$ cat src/rtl/ps2_key_pkg.sv
// ps2_key_pkg
// Shared definitions for the PS/2 game-key decoder:
//   - decoder FSM state encoding
//   - prefix bytes (E0 extended, F0 break) and the controller status bytes
//     that are dropped when they arrive outside a sequence
//   - the eight game-key scancodes and their key indices
//   - event word layout {make, idx}
//   - scancode lookup helpers for plain and E0-prefixed codes
package ps2_key_pkg;

    typedef enum logic [1:0] {
        ST_IDLE    = 2'd0,
        ST_BRK     = 2'd1,
        ST_EXT     = 2'd2,
        ST_EXT_BRK = 2'd3
    } ps2_state_t;

    localparam logic [7:0] CODE_E0 = 8'hE0;
    localparam logic [7:0] CODE_F0 = 8'hF0;

    // Keyboard status/response bytes, never part of a key sequence.
    localparam logic [7:0] IGN_BAT_OK = 8'hAA;
    localparam logic [7:0] IGN_ACK    = 8'hFA;
    localparam logic [7:0] IGN_RESEND = 8'hFE;
    localparam logic [7:0] IGN_ECHO   = 8'hEE;
    localparam logic [7:0] IGN_ERR_LO = 8'h00;
    localparam logic [7:0] IGN_ERR_HI = 8'hFF;

    localparam int NUM_KEYS = 8;
    localparam int IDX_W    = 3;
    localparam int EVT_W    = IDX_W + 1;

    // Plain scancodes.
    localparam logic [7:0] SC_Z     = 8'h1A;
    localparam logic [7:0] SC_X     = 8'h22;
    localparam logic [7:0] SC_SPACE = 8'h29;
    localparam logic [7:0] SC_ESC   = 8'h76;
    // E0-prefixed scancodes.
    localparam logic [7:0] SC_UP    = 8'h75;
    localparam logic [7:0] SC_DOWN  = 8'h72;
    localparam logic [7:0] SC_LEFT  = 8'h6B;
    localparam logic [7:0] SC_RIGHT = 8'h74;

    localparam logic [IDX_W-1:0] IDX_Z     = 3'd0;
    localparam logic [IDX_W-1:0] IDX_X     = 3'd1;
    localparam logic [IDX_W-1:0] IDX_SPACE = 3'd2;
    localparam logic [IDX_W-1:0] IDX_ESC   = 3'd3;
    localparam logic [IDX_W-1:0] IDX_UP    = 3'd4;
    localparam logic [IDX_W-1:0] IDX_DOWN  = 3'd5;
    localparam logic [IDX_W-1:0] IDX_LEFT  = 3'd6;
    localparam logic [IDX_W-1:0] IDX_RIGHT = 3'd7;

    typedef struct packed {
        logic             hit;
        logic [IDX_W-1:0] idx;
    } key_lookup_t;

    function automatic logic is_ignored(input logic [7:0] code);
        return (code == IGN_BAT_OK) || (code == IGN_ACK)    ||
               (code == IGN_RESEND) || (code == IGN_ECHO)   ||
               (code == IGN_ERR_LO) || (code == IGN_ERR_HI);
    endfunction

    function automatic key_lookup_t lookup_base(input logic [7:0] code);
        key_lookup_t r;
        r.hit = 1'b1;
        r.idx = IDX_Z;
        case (code)
            SC_Z:     r.idx = IDX_Z;
            SC_X:     r.idx = IDX_X;
            SC_SPACE: r.idx = IDX_SPACE;
            SC_ESC:   r.idx = IDX_ESC;
            default:  r.hit = 1'b0;
        endcase
        return r;
    endfunction

    function automatic key_lookup_t lookup_ext(input logic [7:0] code);
        key_lookup_t r;
        r.hit = 1'b1;
        r.idx = IDX_UP;
        case (code)
            SC_UP:    r.idx = IDX_UP;
            SC_DOWN:  r.idx = IDX_DOWN;
            SC_LEFT:  r.idx = IDX_LEFT;
            SC_RIGHT: r.idx = IDX_RIGHT;
            default:  r.hit = 1'b0;
        endcase
        return r;
    endfunction

endpackage

$ cat src/rtl/ps2_event_fifo.sv
// ps2_event_fifo
// First-word-fall-through event queue with sticky overflow flag.
// A push and a pop in the same cycle are both honoured, even when full.
// A push into a full queue without a pop is dropped and sets overflow;
// a drop in the same cycle as ovf_clr leaves overflow set.
// Ports:
//   clk, reset       clock, synchronous active-low reset (empties the queue)
//   push, push_data  write request and word
//   pop              remove head (ignored when empty)
//   pop_data         head word, 0 when empty
//   count            number of stored words (0..FIFO_DEPTH)
//   full, empty      status
//   ovf_clr          clear overflow
//   overflow         sticky drop indicator
// FIFO_DEPTH must be a power of two, at least 2.
module ps2_event_fifo #(
    parameter int FIFO_DEPTH = 8,
    parameter int DATA_W     = 4
) (
    input  logic                          clk,
    input  logic                          reset,
    input  logic                          push,
    input  logic [DATA_W-1:0]             push_data,
    input  logic                          pop,
    output logic [DATA_W-1:0]             pop_data,
    output logic [$clog2(FIFO_DEPTH):0]   count,
    output logic                          full,
    output logic                          empty,
    input  logic                          ovf_clr,
    output logic                          overflow
);

    localparam int AW = $clog2(FIFO_DEPTH);
    localparam logic [AW:0] DEPTH_CNT = FIFO_DEPTH[AW:0];

    logic [DATA_W-1:0] mem [FIFO_DEPTH];
    logic [AW-1:0]     wr_ptr;
    logic [AW-1:0]     rd_ptr;
    logic [AW:0]       cnt_q;
    logic              pop_en;
    logic              push_en;
    logic              drop;

    assign empty   = (cnt_q == '0);
    assign full    = (cnt_q == DEPTH_CNT);
    assign count   = cnt_q;
    assign pop_en  = pop && !empty;
    // A simultaneous pop frees the slot the push needs.
    assign push_en = push && (!full || pop_en);
    assign drop    = push && full && !pop_en;

    assign pop_data = empty ? '0 : mem[rd_ptr];

    always_ff @(posedge clk) begin
        if (!reset) begin
            wr_ptr   <= '0;
            rd_ptr   <= '0;
            cnt_q    <= '0;
            overflow <= 1'b0;
        end else begin
            if (push_en) wr_ptr <= wr_ptr + AW'(1);
            if (pop_en)  rd_ptr <= rd_ptr + AW'(1);
            case ({push_en, pop_en})
                2'b10:   cnt_q <= cnt_q + (AW+1)'(1);
                2'b01:   cnt_q <= cnt_q - (AW+1)'(1);
                default: cnt_q <= cnt_q;
            endcase
            if (drop)         overflow <= 1'b1;
            else if (ovf_clr) overflow <= 1'b0;
        end
    end

    always_ff @(posedge clk) begin
        if (push_en) mem[wr_ptr] <= push_data;
    end

endmodule

$ cat src/rtl/ps2_key_decoder.sv
// ps2_key_decoder
// Turns PS/2 make/break scancode bytes into held state, one-cycle
// press/release pulses and a queue of {make, idx} events for eight game keys.
// Configuration macro: PS2_KEY_EXT_EN enables the E0-prefixed keys
// (indices 4..7). Without it E0 sequences are still consumed by the FSM but
// have no key effect and bits 7:4 of the key outputs stay 0.
// Ports:
//   clk, reset          clock, synchronous active-low reset
//   ps2_byte/_en        received byte and its one-cycle strobe
//   key_held            held state per key index
//   key_press/_release  one-cycle edge pulses per key index
//   evt_valid/_data     head of event queue, {make, idx[2:0]}
//   evt_ready           pop head event
//   overflow, ovf_clr   sticky event-drop flag and its clear
// Latency: byte strobe sampled at edge N updates key state and queue at N+1.
module ps2_key_decoder
    import ps2_key_pkg::*;
#(
    parameter int FIFO_DEPTH     = 8,
    parameter int TIMEOUT_CYCLES = 100000
) (
    input  logic                clk,
    input  logic                reset,
    input  logic [7:0]          ps2_byte,
    input  logic                ps2_byte_en,
    output logic [NUM_KEYS-1:0] key_held,
    output logic [NUM_KEYS-1:0] key_press,
    output logic [NUM_KEYS-1:0] key_release,
    output logic                evt_valid,
    output logic [EVT_W-1:0]    evt_data,
    input  logic                evt_ready,
    output logic                overflow,
    input  logic                ovf_clr
);

    localparam int TMO_W = $clog2(TIMEOUT_CYCLES + 1);
    localparam logic [TMO_W-1:0] TMO_LIMIT = TMO_W'(TIMEOUT_CYCLES);

    function automatic key_lookup_t lookup(input logic ext, input logic [7:0] code);
`ifdef PS2_KEY_EXT_EN
        return ext ? lookup_ext(code) : lookup_base(code);
`else
        return ext ? key_lookup_t'(0) : lookup_base(code);
`endif
    endfunction

    ps2_state_t          state;
    ps2_state_t          state_next;
    logic [TMO_W-1:0]    tmo_cnt;
    logic                tmo_hit;
    logic                dec_vld;
    logic                dec_make;
    logic                dec_ext;
    key_lookup_t         lk;

    logic                vld_p0;
    logic                make_p0;
    logic [IDX_W-1:0]    idx_p0;

    logic [NUM_KEYS-1:0] held_p1;
    logic [NUM_KEYS-1:0] press_p1;
    logic [NUM_KEYS-1:0] release_p1;
    logic                evt_hit;

    logic                fifo_empty;
    logic                fifo_full;
    logic [$clog2(FIFO_DEPTH):0] fifo_count;
    logic                unused_fifo_status;

    // Stuck-prefix guard: counts only while a sequence is open.
    assign tmo_hit = (state != ST_IDLE) && (tmo_cnt == TMO_LIMIT);

    always_ff @(posedge clk) begin
        if (!reset) begin
            tmo_cnt <= '0;
        end else if (ps2_byte_en || state == ST_IDLE) begin
            tmo_cnt <= '0;
        end else if (tmo_cnt != TMO_LIMIT) begin
            tmo_cnt <= tmo_cnt + TMO_W'(1);
        end
    end

    always_ff @(posedge clk) begin
        if (!reset) state <= ST_IDLE;
        else        state <= state_next;
    end

    always_comb begin
        state_next = state;
        dec_vld    = 1'b0;
        dec_make   = 1'b0;
        dec_ext    = 1'b0;
        if (ps2_byte_en) begin
            case (state)
                ST_IDLE: begin
                    if (ps2_byte == CODE_F0)      state_next = ST_BRK;
                    else if (ps2_byte == CODE_E0) state_next = ST_EXT;
                    else if (!is_ignored(ps2_byte)) begin
                        dec_vld  = 1'b1;
                        dec_make = 1'b1;
                    end
                end
                ST_BRK: begin
                    if (ps2_byte == CODE_E0)      state_next = ST_EXT;
                    else if (ps2_byte == CODE_F0) state_next = ST_BRK;
                    else begin
                        dec_vld    = 1'b1;
                        state_next = ST_IDLE;
                    end
                end
                ST_EXT: begin
                    if (ps2_byte == CODE_F0)      state_next = ST_EXT_BRK;
                    else if (ps2_byte == CODE_E0) state_next = ST_EXT;
                    else begin
                        dec_vld    = 1'b1;
                        dec_make   = 1'b1;
                        dec_ext    = 1'b1;
                        state_next = ST_IDLE;
                    end
                end
                ST_EXT_BRK: begin
                    if (ps2_byte == CODE_E0)      state_next = ST_EXT;
                    else if (ps2_byte == CODE_F0) state_next = ST_EXT_BRK;
                    else begin
                        dec_vld    = 1'b1;
                        dec_ext    = 1'b1;
                        state_next = ST_IDLE;
                    end
                end
                default: state_next = ST_IDLE;
            endcase
        end else if (tmo_hit) begin
            state_next = ST_IDLE;
        end
        lk = lookup(dec_ext, ps2_byte);
    end

    // ---- stage p0: registered decode result ----
    always_ff @(posedge clk) begin
        if (!reset) vld_p0 <= 1'b0;
        else        vld_p0 <= dec_vld && lk.hit;
    end

    always_ff @(posedge clk) begin
        make_p0 <= dec_make;
        idx_p0  <= lk.idx;
    end

    // ---- stage p1: key state, pulses, event push ----
    // A make only counts when the key is up, a break only when it is down,
    // so typematic repeats and stray breaks fall out of one comparison.
    assign evt_hit = vld_p0 && (make_p0 != held_p1[idx_p0]);

    always_ff @(posedge clk) begin
        if (!reset) begin
            held_p1    <= '0;
            press_p1   <= '0;
            release_p1 <= '0;
        end else begin
            press_p1   <= '0;
            release_p1 <= '0;
            if (evt_hit) begin
                held_p1[idx_p0] <= make_p0;
                if (make_p0) press_p1[idx_p0]   <= 1'b1;
                else         release_p1[idx_p0] <= 1'b1;
            end
        end
    end

    assign key_held    = held_p1;
    assign key_press   = press_p1;
    assign key_release = release_p1;

    ps2_event_fifo #(
        .FIFO_DEPTH (FIFO_DEPTH),
        .DATA_W     (EVT_W)
    ) u_fifo (
        .clk       (clk),
        .reset     (reset),
        .push      (evt_hit),
        .push_data ({make_p0, idx_p0}),
        .pop       (evt_ready),
        .pop_data  (evt_data),
        .count     (fifo_count),
        .full      (fifo_full),
        .empty     (fifo_empty),
        .ovf_clr   (ovf_clr),
        .overflow  (overflow)
    );

    assign evt_valid = !fifo_empty;

    // Queue level/full are not needed by the decoder itself.
    assign unused_fifo_status = ^{fifo_count, fifo_full};

endmodule

$ cat config.mk
export PLATFORM = sky130hd
export DESIGN_NAME = ps2_key_decoder
export DESIGN_NICKNAME = d
export VERILOG_FILES = /design/src/rtl/ps2_key_pkg.sv /design/src/rtl/ps2_event_fifo.sv /design/src/rtl/ps2_key_decoder.sv
export SDC_FILE = /design/constraint.sdc
export NUM_CORES = 1
export LEC_CHECK = 0
export ABC_AREA = 1
export BUFFER_PORTS_ARGS = -buffer_cell sky130_fd_sc_hd__buf_2
export CORE_UTILIZATION = 53
export CTS_CLUSTER_DIAMETER = 60
export DETAILED_ROUTE_END_ITERATION = 8
export MAX_ROUTING_LAYER = met4
export PLACE_DENSITY_LB_ADDON = 0.1
export SLEW_MARGIN = 20
export SYNTH_ARGS = -nofsm -noshare
export SYNTH_HDL_FRONTEND = slang
export SYNTH_HIERARCHICAL = 1
export SYNTH_SLANG_ARGS = --single-unit
$ cat constraint.sdc
create_clock -name clk -period 2.07 [get_ports clk]
set_input_delay 0.207 -clock clk [delete_from_list [all_inputs] [get_ports clk]]
set_output_delay 0.207 -clock clk [all_outputs]
set_load 0.01 [all_outputs]
==> results.toml <==
[run_status]
status = "completed"

[final_layout]
fin_area_um2 = 4441
fin_cells = 624
multi_input_area_um2 = 1619
layout-drive-gt1-share = 0.1894
nFillCells = 625
syn_to_final_growth_pct = 14.89
antenna_cells = 0
nNetsFinal = 541
regArea_um2 = 1949

[critical_path]
critPathKind = "flip-flop to flip-flop"
startpoint = "idx_p0[0]$_SDFF_PP0_"
start_kind = "flip-flop"
timing.rr.start = "idx_p0[0]$_SDFF_PP0_"
arrival_ns = 2.23
critPathCapture = "u_fifo/count[2]$_SDFFE_PN0P_"
timing.rr.end = "u_fifo/count[2]$_SDFFE_PN0P_"
r2r_setup_slack_ns = 0.09
worstPathMaxFanout = 8
end_kind = "flip-flop"
required_ns = 2.32
ff2ff_path_depth = 18

[sta]
drv_slew = 0
clock_skew_ns = 0.01133
rsz0062_at_grt = "yes"
final.period_utilization = 0.9550
tns_ns = 0
min_period_ns = 1.977
hold_viol_final = 0
max_freq_mhz = 505.9
fin_ws_ns = 0.09313
setup_viol = 0

[global_route]
grt.overflow.total = 0
grtUsageTotal = 0.2101
grt_max_degree = 17
antenna_found_initial = 0
first_global_vias = 2788
grt_pass1_wl_um = 11940

[die]
dieHeight_um = 87.40
pin_count = 43
core_area_um2 = 6907
initial_core_util = 0.5596
die_w_um = 87.40
rows = 30
dieArea_um2 = 7638

[clocking]
clk_pin_slew_worst_paths_ns = 0.09
htree_levels = 3
clk_latency_ns = 0.35
cts_made_buffers = 9
cts_tree = "done"
cts.sinks = 81
root_buffer = "clkbuf_8"
postCtsHoldBufs = 0
cts_buffer_depth = 2

[yosys]
synth_cell_types = 40
ys_seq_area_frac = 0.5024
ys_ff_latch = 81
yosys_warnings = 6
synthCells = 467
syn_avg_cell_area_um2 = 8.276
synth_area_um2 = 3865

[drt]
routed_wl_um = 7382
routed_via_density = 4.965
num_vias = 3098
drt_iter0_markers = 122
first_pass_iters = 4
drc = 0
wl_per_cell_um = 11.83
final_antenna_net_count = 0

[place]
io_buffer_count = 30
hpwl_um = 5454
gp_congestion = 0.9597
placed_cells = 602
dp_slack_ns = 0.02177
dpl_cell_area_um2 = 4153

[pwr]
p_leak_nw = 1.877
vdd_drop_max_v = 0.0003796
power_density_nw_per_um2 = 966.4

[job]
maxCapViolations = 0

[min_path]
hold_class = "primary input to flip-flop"
layer usage:
layer | global-route usage | routed length (um) | vias up
met5 | - | 0 | -
met4 | 0.07303 | 110 | 0
met3 | 0.04929 | 185 | 10
met2 | 0.3643 | 3671 | 54
met1 | 0.2371 | 3415 | 1406
li1 | - | - | 1628
sequential cells by signal, summed over array words and instances, names as in the netlist, named ones only:
register and cells:
u_fifo/mem 32, tmo_cnt 17, key_held 4, key_press 4
key_release 4, u_fifo/count 4, u_fifo/rd_ptr 3, u_fifo/wr_ptr 3
idx_p0 2, state 2, make_p0 1, u_fifo/overflow 1
vld_p0 1
cell usage in the layout, fill, tap and decap left out, types with 4 or more instances in the layout:
cell type	synthesis	routed
a21oi_1	23	23
buf_4	13	16
conb_1	1	20
ha_1	5	5
buf_2	5	30
nand4_1	14	14
o21ai_1	11	11
nor3_1	7	7
inv_2	7	7
edfxtp_1	32	32
nand2_2	5	6
o22ai_1	4	4
dfxtp_1	49	45
clkbuf_8	0	9
o21ai_0	28	28
inv_1	59	58
nand3_2	5	6
nor2_1	78	78
a31oi_1	6	6
nand2_1	64	63
nand3_1	22	21
cell type report:
class                      instances  share of cell area
timing repair buffer              46             0.06086
tap                               96             0.02705
multi-input combinational        318              0.3646
inverter                          67             0.05748
sequential                        81              0.4390
clock inverter                     7             0.02311
clock buffer                       9             0.02790
synthesized netlist by cell type:
master	count	area (um2)
o22ai_1	4	25.02
nor2_4	2	22.52
edfxtp_1	32	960.9
nand2_4	3	33.78
clkinv_2	1	5.000
nand2_1	64	240.2
clkbuf_1	2	7.510
o21ai_1	11	55.05
nand2_2	5	31.28
inv_1	59	221.5
nor3_2	1	10.01
a211oi_1	1	7.510
o31ai_1	1	7.510
nor2_2	1	6.260
o21ai_0	28	140.1
a21oi_1	23	115.1
buf_2	5	25.02
or2_0	1	6.260
nand4_1	14	87.58
a41oi_1	1	8.760
a31oi_1	6	37.54
buf_4	13	97.59
nand3_4	1	17.52
dfxtp_1	49	980.9
o21a_1	2	15.01
or2_2	1	6.260
nand3_2	5	50.05
nand4_2	2	25.02
nor3_4	1	16.27
nor2_1	78	292.8
nor3b_1	1	7.510
ha_1	5	62.56
conb_1	1	3.750
o211ai_1	2	15.01
xor2_1	3	26.28
inv_2	7	26.28
o211a_1	1	10.01
nor3_1	7	35.03
nand3_1	22	110.1
nor4_2	1	12.51
power breakdown:
group          total (mW)  switching, mW  internal (mW)
clock                1.28          0.586          0.689
sequential           1.82         0.0946           1.73
combinational        1.19          0.746          0.447
timing repair:
action	CTS	global route
resized for setup	0	8
endpoints found under the setup margin	0	11
setup buffers	0	6
how the worst min path moves through the flow:
| stage | from | endpoint | slack [ns] | depth (start not counted) |
|---|---|---|---|---|
| finish | ovf_clr | u_fifo/overflow$_SDFFE_PN0P_ | 0.1 | 4 |
| floorplan | ps2_byte_en | state[0]$_SDFFE_PN0P_ | 0.35 | 2 |
| global placement | tmo_cnt[15]$_SDFFE_PP0P_ | tmo_cnt[15]$_SDFFE_PP0P_ | 0.45 | 1 |
| detailed placement | tmo_cnt[15]$_SDFFE_PP0P_ | tmo_cnt[15]$_SDFFE_PP0P_ | 0.45 | 1 |
| CTS | ovf_clr | u_fifo/overflow$_SDFFE_PN0P_ | 0.09 | 4 |
| global route | ps2_byte_en | state[0]$_SDFFE_PN0P_ | 0.14 | 3 |
critical path, cell delays in order, from the launching register on:
cell and delay (ns):
dfxtp_4 0.39, nand2_1 0.05, o21ai_1 0.06, nand2_1 0.10
nand2_2 0.12, nand2_2 0.07, nand3_2 0.07, inv_2 0.05
inv_4 0.07, nand4_1 0.13, nand2_1 0.10, inv_1 0.06
ha_1 0.19, inv_1 0.05, nand2_1 0.06, xor2_1 0.14
nand2_1 0.06, nand3_1 0.07, inv_1 0.04
cells by family after synthesis:
logic type / after synthesis / synth area share
xor gates and xnor gates: 3 / 0.006800
buffers and inverters: 87 / 0.09906
and+or+nand+nor: 210 / 0.2616
AOI/OAI and AO/OA: 80 / 0.1130
adders and majority gates: 5 / 0.01619
other: 1 / 0.0009703
DFF: 81 / 0.5024
through the flow:
stage / hold slack [ns] / utilization / power (mW)
after floorplan: 0.3537 / - / 2.696
after global placement: 0.4502 / 0.6013 / 2.956
after detailed placement: 0.4546 / 0.6013 / 2.969
after CTS: 0.08974 / 0.6341 / 4.229
after global routing: 0.1418 / 0.6429 / 4.547
final: 0.09613 / 0.6429 / 4.291
No activity file was read; power rests on OpenSTA's default activity.
